## config.mk

```make
export PLATFORM = sky130hd
export DESIGN_NAME = sdram_upload_bridge
export DESIGN_NICKNAME = d
export VERILOG_FILES = /design/src/rtl/sdram_upload_bridge.sv
export SDC_FILE = /design/constraint.sdc
export NUM_CORES = 1
export LEC_CHECK = 0
export CAP_MARGIN = 20
export CORE_MARGIN = 2
export CORE_UTILIZATION = 32
export CTS_CLUSTER_DIAMETER = 80
export DETAILED_ROUTE_END_ITERATION = 16
export GPL_ROUTABILITY_DRIVEN = 0
export PLACE_DENSITY = 0.6
export SYNTH_ARGS = -nofsm -noshare
export SYNTH_HDL_FRONTEND = slang
export SYNTH_SLANG_ARGS = --single-unit
```

## constraint.sdc

```tcl
create_clock -name clk1x -period 2.5 [get_ports clk1x]
set_clock_uncertainty 0.05 [all_clocks]
set_input_delay 0.25 -clock clk1x [delete_from_list [all_inputs] [get_ports clk1x]]
set_output_delay 0.25 -clock clk1x [all_outputs]
set_load 0.005 [all_outputs]
```

## src/rtl/sdram_upload_bridge.sv

```systemverilog
// rtl/sdram_upload_bridge.sv - serves 16-bit hps_io upload reads from a 32-bit SDRAM channel
//
// Purpose:
//   Answers ioctl upload reads (one halfword per strobe) from SDRAM. Each 32-bit
//   word fetched is cached, so the second halfword of a word is served without
//   another SDRAM access. ioctl_wait stalls the HPS while a fetch is in flight, and
//   a watchdog aborts a fetch whose sdram_ready never arrives.
//
// Ports:
//   clk1x          in   1   system clock
//   reset_n        in   1   asynchronous active-low reset
//   upload_active  in   1   upload in progress; low flushes the cache and aborts fetches
//   ioctl_addr     in   27  byte address of the requested halfword (bit 0 ignored)
//   ioctl_rd       in   1   single-cycle read strobe
//   ioctl_din      out  16  halfword returned to hps_io
//   ioctl_wait     out  1   stall while a fetch is outstanding
//   sdram_req      out  1   single-cycle read request
//   sdram_rnw      out  1   tied high (read only)
//   sdram_addr     out  27  word-aligned SDRAM byte address
//   sdram_dout     in   32  SDRAM read data, valid with sdram_ready
//   sdram_ready    in   1   single-cycle completion pulse
//   timeout_err    out  1   sticky watchdog flag, cleared when upload_active falls

module sdram_upload_bridge #(
    parameter logic [26:0] BASE_ADDR = 27'd1048576,
    parameter logic [9:0]  TIMEOUT   = 10'd1023,
    parameter logic [15:0] ERR_DATA  = 16'hDEAD
) (
    input  logic        clk1x,
    input  logic        reset_n,
    input  logic        upload_active,
    input  logic [26:0] ioctl_addr,
    input  logic        ioctl_rd,
    output logic [15:0] ioctl_din,
    output logic        ioctl_wait,
    output logic        sdram_req,
    output logic        sdram_rnw,
    output logic [26:0] sdram_addr,
    input  logic [31:0] sdram_dout,
    input  logic        sdram_ready,
    output logic        timeout_err
);

    typedef enum logic [1:0] {
        ST_IDLE = 2'd0,
        ST_REQ  = 2'd1,
        ST_WAIT = 2'd2
    } state_t;

    state_t       state_q, state_d;
    logic [26:1]  addr_q, addr_d;
    logic [31:0]  cache_q, cache_d;
    logic [24:0]  tag_q, tag_d;
    logic         valid_q, valid_d;
    logic [9:0]   wdog_q, wdog_d;
    logic [15:0]  din_q, din_d;
    logic         wait_q, wait_d;
    logic         req_q, req_d;
    logic [26:0]  sdram_addr_q, sdram_addr_d;
    logic         err_q, err_d;

    logic         hit;
    logic         rd_fire;
    logic         miss_fire;
    logic [24:0]  fetch_word;
    logic         unused_addr_bit0;

    // Halfword lane of a cached word: addr[1] picks the upper half.
    function automatic logic [15:0] pick_half(input logic [31:0] w, input logic hi);
        return hi ? w[31:16] : w[15:0];
    endfunction

    assign unused_addr_bit0 = ioctl_addr[0];

    assign hit       = valid_q && (tag_q == ioctl_addr[26:2]);
    assign rd_fire   = ioctl_rd && upload_active && (state_q == ST_IDLE);
    assign miss_fire = rd_fire && !hit;

    // The add is done on word addresses so the result is word aligned by construction
    // and wraps within 27 bits.
    assign fetch_word = addr_q[26:2] + BASE_ADDR[26:2];

    // The stall must be visible in the strobe cycle itself, before the flop catches up.
    assign ioctl_wait  = wait_q | miss_fire;
    assign ioctl_din   = din_q;
    assign sdram_req   = req_q;
    assign sdram_rnw   = 1'b1;
    assign sdram_addr  = sdram_addr_q;
    assign timeout_err = err_q;

    always_comb begin
        state_d      = state_q;
        addr_d       = addr_q;
        cache_d      = cache_q;
        tag_d        = tag_q;
        valid_d      = valid_q;
        wdog_d       = wdog_q;
        din_d        = din_q;
        wait_d       = wait_q;
        req_d        = 1'b0;
        sdram_addr_d = sdram_addr_q;
        err_d        = err_q;

        if (!upload_active) begin
            // Flush: abandon any fetch; a ready pulse still in flight lands in IDLE
            // and is dropped there.
            state_d = ST_IDLE;
            valid_d = 1'b0;
            err_d   = 1'b0;
            wait_d  = 1'b0;
            wdog_d  = '0;
        end else begin
            case (state_q)
                ST_IDLE: begin
                    if (rd_fire) begin
                        if (hit) begin
                            din_d = pick_half(cache_q, ioctl_addr[1]);
                        end else begin
                            addr_d  = ioctl_addr[26:1];
                            wait_d  = 1'b1;
                            state_d = ST_REQ;
                        end
                    end
                end
                ST_REQ: begin
                    req_d        = 1'b1;
                    sdram_addr_d = {fetch_word, 2'b00};
                    wdog_d       = '0;
                    state_d      = ST_WAIT;
                end
                ST_WAIT: begin
                    if (sdram_ready) begin
                        cache_d = sdram_dout;
                        tag_d   = addr_q[26:2];
                        valid_d = 1'b1;
                        din_d   = pick_half(sdram_dout, addr_q[1]);
                        wait_d  = 1'b0;
                        state_d = ST_IDLE;
                    end else if (wdog_q == TIMEOUT) begin
                        din_d   = ERR_DATA;
                        err_d   = 1'b1;
                        valid_d = 1'b0;
                        wait_d  = 1'b0;
                        state_d = ST_IDLE;
                    end else begin
                        wdog_d = wdog_q + 10'd1;
                    end
                end
                default: begin
                    state_d = ST_IDLE;
                    wait_d  = 1'b0;
                end
            endcase
        end
    end

    always_ff @(posedge clk1x or negedge reset_n) begin
        if (!reset_n) begin
            state_q      <= ST_IDLE;
            addr_q       <= '0;
            cache_q      <= '0;
            tag_q        <= '0;
            valid_q      <= 1'b0;
            wdog_q       <= '0;
            din_q        <= '0;
            wait_q       <= 1'b0;
            req_q        <= 1'b0;
            sdram_addr_q <= '0;
            err_q        <= 1'b0;
        end else begin
            state_q      <= state_d;
            addr_q       <= addr_d;
            cache_q      <= cache_d;
            tag_q        <= tag_d;
            valid_q      <= valid_d;
            wdog_q       <= wdog_d;
            din_q        <= din_d;
            wait_q       <= wait_d;
            req_q        <= req_d;
            sdram_addr_q <= sdram_addr_d;
            err_q        <= err_d;
        end
    end

endmodule

```

==> results.md <==
- Status: completed
- Tightest Pin Transition: 0.649 ns
- Yosys cell types: 44
- Worst ir drop on vdd: 0.474 mV
- Tot Pwr: 7.61 mW
- Pre-Repair DR Iteration Count: 4
- Final hold violation count: 0
- Die Wd: 145 um
- Via-to-Cell Ratio: 4.75
- Sum Neg Setup Slack: 0 ns
- Vias in the first global route: 4,700
- CP Capture Type: primary output
- I/O Buffers: 106
- Crit path kind: reg -> out
- Initial core utilization: 32.6%
- Design Area, Final: 0.00857 mm^2
- Hold slack: 0.340 ns
- Main synth FF type: dfrtp_1
- Max-cap violations: 0
- Post-synth EDFFs: 0
- Slew margin rel.: 56.8%
- Layout area overhead: 34.5%
- Fmax achieved: 0.419 GHz
- Final setup viols: 0
- Synth async-reset ratio: 100%
- Share of cells above drive strength 1: 26.0%
- WP data arrival: 2.09 ns
- Vias: 4,321
- GRT Total Usage: 14.6%
- WL/cell: 16.3 um
- Worst-Skew Late Latency: 0.42 ns
- RSZ-0062 raised after global routing: no
- Synthesized area: 0.00637 mm^2
- Largest net degree at the start of global routing: 69
- Worst EP required: 2.20 ns
- Global-route wire length before repair: 24,500 um
- Clock slew at the register clock pins of the worst setup and hold paths: 0.06 ns
- CTS sink cnt: 140
- Area leader, netlist: dfrtp_1
- Pleak: 3.87 nW
- Antenna diode count: 0
- Final worst slack: 0.112 ns
- Root Driver: clkbuf_16
- Final wirelength: 14,800 um
- Drc violations: 0
- H-tree depth: 4
- Max Slew Vio Count: 0
- Tmin final: 2.39 ns
- Grt total ovfl: 0
- Post-DP HPWL: 10,000 um
- Worst slack at placement: -0.223 ns
- CTS tree: done
- CP Max Fanout: 2
- Hold Crit Class: in -> async
- Antenna violations before repair: 0
- Avg Cell Area, Syn: 12.6 um^2
- Sequential share of the synthesized area: 55.0%
- CTS Buffer Depth: 2
- Num CTS Buffers: 17
- Core area: 0.0195 mm^2
- Initial DRC count: 140
- Most frequent cells in the layout: 140 x dfrtp_1, 104 x clkdlybuf4s50_1, 87 x mux2_2, 69 x nand2_1, 32 x mux2i_1
- Commonest non-fill, non-tap cell in the layout: dfrtp_1
- Placed Area: 0.00787 mm^2
- Setup crit start kind: flop
- I/O pin total: 111
- Power per cell area: 888 mW/mm^2
- Routed Antenna Nets: 0
- Die area: 0.0211 mm^2
- Fin crit share: 95.5%
- NumNets Final: 699
- Yosys warnings: 0
- Die Y: 145 um
- Cell count after synthesis: 507
- Synth Register Bits: 140
- FP Rows: 51
- Yosys top cell area share: 55.0%
- Top cells by area, synth: dfrtp_1 55%, mux2_2 15%, mux2i_1 5.0%, nand2_1 4.1%, xnor2_1 3.7%
-- layout make-up --
cell class              count  area, um^2
clock buffers              21         470
well taps                 265         332
repair buffers            135        1350
fillers                  1823       11000
multi-input cells         336        2770
clock inverters            10         139
flip-flops and latches    140        3500
inverters                   3        11.3
-- cell usage after synthesis (2+ instances only) --
cell type / n
o21ai_0: 10
o2111ai_1: 3
a21boi_0: 3
a22oi_1: 11
ha_1: 2
buf_6: 2
mux2_2: 87
nand2b_1: 5
buf_1: 3
o22ai_1: 5
mux2i_1: 32
o21a_1: 2
xor2_1: 9
and2_1: 2
mux2_4: 7
and3_1: 9
nor2b_1: 2
a22o_1: 5
nand2_1: 69
dfrtp_1: 140
clkbuf_1: 10
nand3_1: 5
buf_4: 4
a32o_1: 2
buf_2: 10
nand4_1: 6
o211ai_1: 6
nand3b_1: 2
inv_1: 3
xnor2_1: 27
nor2_1: 10
conb_1: 2
-- critical path: stages (launching register included) --
cell	delay [ns]
dfrtp_1	0.39
xnor2_1	0.18
o2111ai_2	0.17
nor4_4	0.36
a211oi_4	0.11
or2_4	0.25
clkdlybuf4s15_2	0.22
-- report_power, final --
| group | internal (mW) | switching (mW) | total, mW |
|---|---|---|---|
| sequential | 2.87 | 0.383 | 3.25 |
| clock | 1.64 | 0.958 | 2.60 |
| combinational | 1.13 | 0.623 | 1.76 |
| total | 5.65 | 1.96 | 7.61 |
-- repair_timing --
item | CTS | global route
hold buffers | 1 | 0
hold endpoints to repair | 65 | 0
gates resized for setup | 6 | 3
pin swaps | 4 | 3
setup endpoints to repair | 1 | 12
setup buffers | 2 | 2
-- path summary, 6_finish.rpt --
path                       cells after the start  slack, ns                        end                       from
setup / recovery                               6       0.11                 ioctl_wait       tag_q[0]$_DFFE_PN0P_
hold / removal                                 2       0.34  sdram_addr[4]$_DFFE_PN0P_                    reset_n
setup reg to reg                               9       0.32   ioctl_din[1]$_DFFE_PN0P_       tag_q[0]$_DFFE_PN0P_
hold reg to reg                                2       0.43  sdram_addr[9]$_DFFE_PN0P_  sdram_addr[9]$_DFFE_PN0P_
max in group asynchronous                      3       1.34  sdram_addr[3]$_DFFE_PN0P_                    reset_n
min in group clk1x                             2       0.43  sdram_addr[9]$_DFFE_PN0P_  sdram_addr[9]$_DFFE_PN0P_
-- flip-flops by register name, summed over array words and instances, names as in the netlist, 2 cells and up --
signal / flops
wdog_q: 10
ioctl_din: 16
tag_q: 25
sdram_addr: 25
addr_q: 26
state_q: 2
cache_q: 32
-- stage by stage --
stage / utilization (%) / instances
2_1_floorplan: - / 508
3_3_place_gp: 40.3 / 874
3_5_place_dp: 40.3 / 874
4_1_cts: 43.6 / 908
5_1_grt: 43.9 / 910
6_report: 43.9 / 910
-- cell families after synthesis --
family          count (synthesis)  share of synthesized area [%]
mux                           126                           22.0
buf+inv                        32                           2.55
other cells                     2                          0.118
compound gates                 54                           6.44
xor+xnor                       36                           4.95
flops                         140                           55.0
fa+ha+maj                       2                          0.393
simple gates                  115                           8.52
-- per-layer routing --
layer  track usage [%]  share of wire, %  wire length (um)
met5                 0                 0                 0
met1              17.5                44              6450
met2              24.8                49              7210
met4              4.36               1.6               236
met3              5.00               6.1               902
Power figures use the tool's default switching activity.
